[src/rtl/ps2_key_tracker.sv]
// ps2_key_tracker: parses set-2 PS/2 scan-code bytes (E0 / F0 / E1 Pause),
// keeps a table of held keys with typematic-repeat suppression and queues
// clean make/break events in a small valid/ready FIFO.
module ps2_key_tracker #(
  parameter int NSLOTS     = 8,
  parameter int FIFO_DEPTH = 4,
  localparam int SW = (NSLOTS > 1) ? $clog2(NSLOTS) : 1,
  localparam int CW = $clog2(NSLOTS + 1)
) (
  input  logic              clk,
  input  logic              rst,
  input  logic              byte_valid,
  input  logic [7:0]        byte_data,
  output logic              ev_valid,
  input  logic              ev_ready,
  output logic              ev_make,
  output logic [8:0]        ev_code,
  output logic [SW-1:0]     ev_slot,
  output logic [NSLOTS-1:0] held_mask,
  output logic [CW-1:0]     held_count,
  output logic              ovf,
  output logic              drop,
  input  logic              clr_flags
);

  localparam int AW = $clog2(FIFO_DEPTH);
  localparam int EW = 1 + 9 + SW;

  typedef enum logic [2:0] {
    S_IDLE,
    S_EXT,
    S_BRK,
    S_EXT_BRK,
    S_PAUSE
  } state_t;

  state_t      state;
  state_t      state_nxt;
  logic [2:0]  skip_cnt;
  logic [2:0]  skip_nxt;

  logic        is_e0;
  logic        is_f0;
  logic        is_e1;
  logic        is_fake_shift;
  logic        is_ignored;

  logic        key_make;
  logic        key_brk;
  logic        key_ext;
  logic [8:0]  key_code;

  logic [8:0]  slot_code [NSLOTS];
  logic        hit;
  logic [SW-1:0] hit_idx;
  logic        free_ok;
  logic [SW-1:0] free_idx;

  logic        alloc;
  logic        release_key;
  logic        table_full_make;
  logic        push;
  logic [EW-1:0] push_entry;

  logic [EW-1:0] fifo_mem [FIFO_DEPTH];
  logic [AW:0]   wr_ptr;
  logic [AW:0]   rd_ptr;
  logic          fifo_full;
  logic          pop;
  logic          push_ok;
  logic          push_lost;
  logic [EW-1:0] head;

  assign is_e0         = (byte_data == 8'hE0);
  assign is_f0         = (byte_data == 8'hF0);
  assign is_e1         = (byte_data == 8'hE1);
  assign is_fake_shift = (byte_data == 8'h12) || (byte_data == 8'h59);

  // Receiver status / ack bytes that never carry a key in the idle state
  always_comb begin
    is_ignored = 1'b0;
    case (byte_data)
      8'h00, 8'hAA, 8'hEE, 8'hFA, 8'hFC, 8'hFD, 8'hFE, 8'hFF: is_ignored = 1'b1;
      default: is_ignored = 1'b0;
    endcase
  end

  // Parser state and Pause skip counter
  always_ff @(posedge clk) begin
    if (rst) begin
      state    <= S_IDLE;
      skip_cnt <= 3'd0;
    end else begin
      state    <= state_nxt;
      skip_cnt <= skip_nxt;
    end
  end

  // Parser next state; only advances on a received byte
  always_comb begin
    state_nxt = state;
    skip_nxt  = skip_cnt;
    if (byte_valid) begin
      case (state)
        S_IDLE: begin
          if (is_e0) begin
            state_nxt = S_EXT;
          end else if (is_f0) begin
            state_nxt = S_BRK;
          end else if (is_e1) begin
            state_nxt = S_PAUSE;
            skip_nxt  = 3'd7;
          end
        end
        S_EXT:     state_nxt = is_f0 ? S_EXT_BRK : S_IDLE;
        S_BRK:     state_nxt = S_IDLE;
        S_EXT_BRK: state_nxt = S_IDLE;
        S_PAUSE: begin
          if (skip_cnt <= 3'd1) begin
            skip_nxt  = 3'd0;
            state_nxt = S_IDLE;
          end else begin
            skip_nxt = skip_cnt - 3'd1;
          end
        end
        default: begin
          state_nxt = S_IDLE;
          skip_nxt  = 3'd0;
        end
      endcase
    end
  end

  // Parser outputs: which key action the current byte completes
  always_comb begin
    key_make = 1'b0;
    key_brk  = 1'b0;
    key_ext  = 1'b0;
    if (byte_valid) begin
      case (state)
        S_IDLE:    key_make = !is_e0 && !is_f0 && !is_e1 && !is_ignored;
        S_EXT: begin
          key_make = !is_f0 && !is_fake_shift;
          key_ext  = 1'b1;
        end
        S_BRK:     key_brk = 1'b1;
        S_EXT_BRK: begin
          key_brk = 1'b1;
          key_ext = 1'b1;
        end
        default: begin
          key_make = 1'b0;
          key_brk  = 1'b0;
        end
      endcase
    end
  end

  assign key_code = {key_ext, byte_data};

  // Parallel lookup of the key and of the lowest free slot
  always_comb begin
    hit      = 1'b0;
    hit_idx  = '0;
    free_ok  = 1'b0;
    free_idx = '0;
    for (int i = NSLOTS - 1; i >= 0; i--) begin
      if (held_mask[i] && (slot_code[i] == key_code)) begin
        hit     = 1'b1;
        hit_idx = SW'(i);
      end
      if (!held_mask[i]) begin
        free_ok  = 1'b1;
        free_idx = SW'(i);
      end
    end
  end

  assign alloc           = key_make && !hit && free_ok;
  assign table_full_make = key_make && !hit && !free_ok;
  assign release_key     = key_brk && hit;
  assign push            = alloc || release_key;
  assign push_entry      = {alloc, key_code, alloc ? free_idx : hit_idx};

  // Slot occupancy
  always_ff @(posedge clk) begin
    if (rst) begin
      held_mask <= '0;
    end else if (alloc) begin
      held_mask[free_idx] <= 1'b1;
    end else if (release_key) begin
      held_mask[hit_idx] <= 1'b0;
    end
  end

  // Slot key codes; only meaningful where held_mask is set
  always_ff @(posedge clk) begin
    if (alloc) begin
      slot_code[free_idx] <= key_code;
    end
  end

  // Popcount of the occupancy mask
  always_comb begin
    held_count = '0;
    for (int i = 0; i < NSLOTS; i++) begin
      held_count = held_count + CW'(held_mask[i]);
    end
  end

  assign ev_valid  = (wr_ptr != rd_ptr);
  assign fifo_full = (wr_ptr[AW] != rd_ptr[AW]) && (wr_ptr[AW-1:0] == rd_ptr[AW-1:0]);
  assign pop       = ev_valid && ev_ready;
  assign push_ok   = push && (!fifo_full || pop);
  assign push_lost = push && fifo_full && !pop;

  // Event FIFO pointers; the extra MSB distinguishes full from empty
  always_ff @(posedge clk) begin
    if (rst) begin
      wr_ptr <= '0;
      rd_ptr <= '0;
    end else begin
      if (push_ok) wr_ptr <= wr_ptr + 1'b1;
      if (pop)     rd_ptr <= rd_ptr + 1'b1;
    end
  end

  // Event FIFO storage
  always_ff @(posedge clk) begin
    if (push_ok) begin
      fifo_mem[wr_ptr[AW-1:0]] <= push_entry;
    end
  end

  // Head fields read as zero while the FIFO is empty
  assign head    = fifo_mem[rd_ptr[AW-1:0]];
  assign ev_make = ev_valid & head[EW-1];
  assign ev_code = ev_valid ? head[EW-2 -: 9] : 9'd0;
  assign ev_slot = ev_valid ? head[SW-1:0] : '0;

  // Sticky error flags; a clear wins over a same-cycle set
  always_ff @(posedge clk) begin
    if (rst || clr_flags) begin
      ovf  <= 1'b0;
      drop <= 1'b0;
    end else begin
      if (table_full_make) ovf  <= 1'b1;
      if (push_lost)       drop <= 1'b1;
    end
  end

endmodule

[config.mk]
export PLATFORM = sky130hd
export DESIGN_NAME = ps2_key_tracker
export DESIGN_NICKNAME = d
export VERILOG_FILES = /design/src/rtl/ps2_key_tracker.sv
export SDC_FILE = /design/constraint.sdc
export NUM_CORES = 1
export LEC_CHECK = 0
export CAP_MARGIN = 15
export CORE_ASPECT_RATIO = 2
export CORE_MARGIN = 2
export CORE_UTILIZATION = 56
export CTS_BUF_LIST = sky130_fd_sc_hd__clkbuf_8
export DETAILED_ROUTE_END_ITERATION = 10
export GPL_TIMING_DRIVEN = 0
export PLACE_DENSITY = 0.88
export SYNTH_ARGS = -nofsm -noshare
export SYNTH_HDL_FRONTEND = slang
export SYNTH_SLANG_ARGS = --single-unit
[constraint.sdc]
create_clock -name clk -period 4 [get_ports clk]
set_clock_uncertainty 0.05 [all_clocks]
set_input_delay 1.2 -clock clk [delete_from_list [all_inputs] [get_ports clk]]
set_output_delay 1.2 -clock clk [all_outputs]
set_load 0.01 [all_outputs]
==> summary.md <==
| Metric | Value |
|---|---|
| Status | finished, violations left |
| Failing checks | negative setup slack |
| Post-synth top flop | edfxtp_1 |
| CP max FO | 2 |
| Fin. Hold Viols | 0 |
| TritonCTS buffer count | 17 |
| Initial antenna violation count | 0 |
| Gate power share | 16.0% |
| Die area | 0.0131 mm^2 |
| Post-synth EDFFs | 124 |
| First-pass GRT wire length | 24200 um |
| Largest net degree at the start of global routing | 17 |
| CTS Buffer Depth | 2 |
| Die W | 82.0 um |
| Die height | 160 um |
| CTS HTree Levels | 4 |
| Yosys top cell area share | 54.6% |
| Switching Fraction | 27.7% |
| Routability Congestion | 0.928 |
| Gr usage total | 25.3% |
| Leak | 2.70 nW |
| I/O pin total | 41 |
| Netlist cell types | 54 |
| Starting Density | 56.9% |
| MaxCap Viol Count | 0 |
| Fmax | 0.226 GHz |
| Synth Instances | 498 |
| Post-Route WL | 15600 um |
| DP Area | 0.00741 mm^2 |
| Mapped Area | 0.00682 mm^2 |
| Cell taking the most area after synthesis | edfxtp_1 |
| WS Path Type | register to output port |
| Vias in the first global route | 4484 |
| Min-delay worst type | register to register |
| Power per Cell Area | 434 mW/mm^2 |
| Layout Nets | 592 |
| P&R area growth vs syn | 17.7% |
| Non-filler instance count after layout | 725 |
| Syn_nets | 525 |
| CTS tree | built |
| Final WS setup | -0.431 ns |
| Post-route cell area | 0.00802 mm^2 |
| Clock Sinks | 148 |
| Worst-path clk slew | 0.09 ns |
| Global route total overflow | 0 |
| Routed vias/inst | 6.11 |
| Async S/R FF share, synth | 0% |
| Clock power share | 33.6% |
| Slew margin rel. | 42.2% |
| Fin util | 66.9% |
| Inst Count DP | 685 |
| VDD IR max | 0.000395 V |
| CP endpoint kind | output port |
| WP data arrival | 3.18 ns |
| Dpl ws | -1.38 ns |
| FF+latch count, synth | 148 |
| Rows | 57 |
| Most frequent cells after synthesis | edfxtp_1 (124), xnor2_1 (57), nor2_1 (31), dfxtp_1 (24), nand2_1 (24) |
| Reg power frac | 50.4% |
| Top cells by area, synth | edfxtp_1 (55%), xnor2_1 (7.3%), dfxtp_1 (7.0%) |
| Sequential share of the synthesized area | 61.7% |
| Synth Warn # | 0 |
| Net load switching power | 0.000962 W |
| Core ar. | 0.0120 mm^2 |
| Via count | 4429 |
| # diodes | 0 |
| WL/cell | 21.5 um |
| Setup violators final | 3 |
| DRC viols | 0 |
| Drt pass-1 iters | 5 |
| Startpoint class of the critical path | register |
| Count leader, synth | edfxtp_1 |
| Antenna-violating nets left | 0 |
| Clock Latency Late Sink | 0.45 ns |
| Worst-margin pin slew | 0.860 ns |
| Drt initial violations | 399 |
| RSZ-0062 raised after global routing | true |
| Synth Area per Inst | 13.7 um^2 |
| I/O Buffers | 40 |
| Share of layout cells above drive strength 1 | 19.7% |
| Min cycle time layout | 4.43 ns |
| Post-DP HPWL | 9910 um |
| Fin crit share | 111% |
| Power consumption | 0.00348 W |
| CTS root buffer | clkbuf_8 |
| Internal | 0.00252 W |
| Slew Viols, Final | 0 |
| Required time of the critical path | 2.75 ns |
kinds of logic (layout without fill, tap and decap cells):
group,Yosys count,in the layout,share of synthesized area (%)
DFF,148,148,61.7
and+or+nand+nor,146,149,11.7
xor gates and xnor gates,79,79,10.2
AOI/OAI and AO/OA,48,48,4.90
buffers and inverters,41,118,2.88
muxes,22,22,5.65
adders and majority gates,14,14,3.01
final cells by class:
class / instances / area (um^2)
Clock inverter: 15 / 163
Buffer: 21 / 145
Inverter: 19 / 73.8
Tap cell: 147 / 184
Sequential cell: 148 / 4210
Clock buffer: 17 / 234
Multi-Input combinational cell: 312 / 2570
Fill cell: 810 / 3960
Timing Repair Buffer: 46 / 438
path summary, 6_finish.rpt:
path / to / startpoint / depth (start not counted) / slack (ns)
setup / recovery: held_count[2] / held_mask[0] / 9 / -0.43
hold / removal: drop / drop / 1 / 0.43
setup reg to reg: slot_code[0][1] / state[0] / 11 / 0.66
hold reg to reg: drop / drop / 1 / 0.43
through the flow:
stage	hold slack [ns]	setup TNS, ns
6_report	0.427	-1.08
5_1_grt	0.445	-1.33
4_1_cts	0.429	-1.09
2_1_floorplan	0.410	0
3_3_place_gp	0.398	-167.96
3_5_place_dp	0.409	-183.79
power groups by stage:
stage	registers (W)	clock network [W]	logic, W
floorplan	0.00178	0	0.000307
global placement	0.00179	0	0.000499
detailed placement	0.00179	0	0.000519
CTS	0.00176	0.00116	0.000553
global route	0.00176	0.00123	0.000598
finish	0.00175	0.00117	0.000556
placed cells by master (no fill, tap or decap), types with 4 or more instances in the layout:
cell,instances
nor2_4,9
mux2i_1,7
a211oi_1,6
nor3_1,8
nor4_1,15
nor2_1,24
nor2b_1,15
inv_1,17
clkbuf_1,5
dfxtp_1,21
clkbuf_8,17
xor2_1,22
buf_2,12
ha_1,9
o21ai_0,8
buf_6,7
nand2_1,23
a21oi_1,7
nand3_1,10
mux4_2,13
clkdlybuf4s50_1,27
inv_6,6
edfxtp_1,124
nand4_1,10
clkbuf_4,5
o21a_1,4
buf_4,7
xnor2_1,57
flip-flops by register name, indices dropped and copies added (netlist names), named ones only:
| name | count |
|---|---|
| slot_code | 72 |
| ovf | 1 |
| held_mask | 8 |
| wr_ptr | 3 |
| rd_ptr | 3 |
| state | 3 |
| fifo_mem | 52 |
| skip_cnt | 3 |
| drop | 1 |
repair_timing:
| action | CTS | global route |
|---|---|---|
| gates resized for setup | 96 | 19 |
| endpoints found under the setup margin | 162 | 111 |
| hold buffers | 0 | 0 |
| gates cloned | 3 | 0 |
| setup buffers | 5 | 2 |
| pin swaps | 8 | 3 |
worst max-delay path: stages (launching register included):
cell	delay, ns
dfxtp_4	0.36
fa_1	0.53
inv_1	0.05
fa_1	0.45
fa_1	0.51
inv_2	0.05
ha_4	0.16
fa_2	0.34
xor2_1	0.16
buf_2	0.14
layer usage:
layer	track usage [%]	up-vias	share of wire, %
li1	-	1973	-
met1	32.1	2232	38
met5	0	-	0
met2	41.0	181	53
met4	11.5	0	2.9
met3	5.25	43	5.5
No activity file was read; power rests on OpenSTA's default activity.
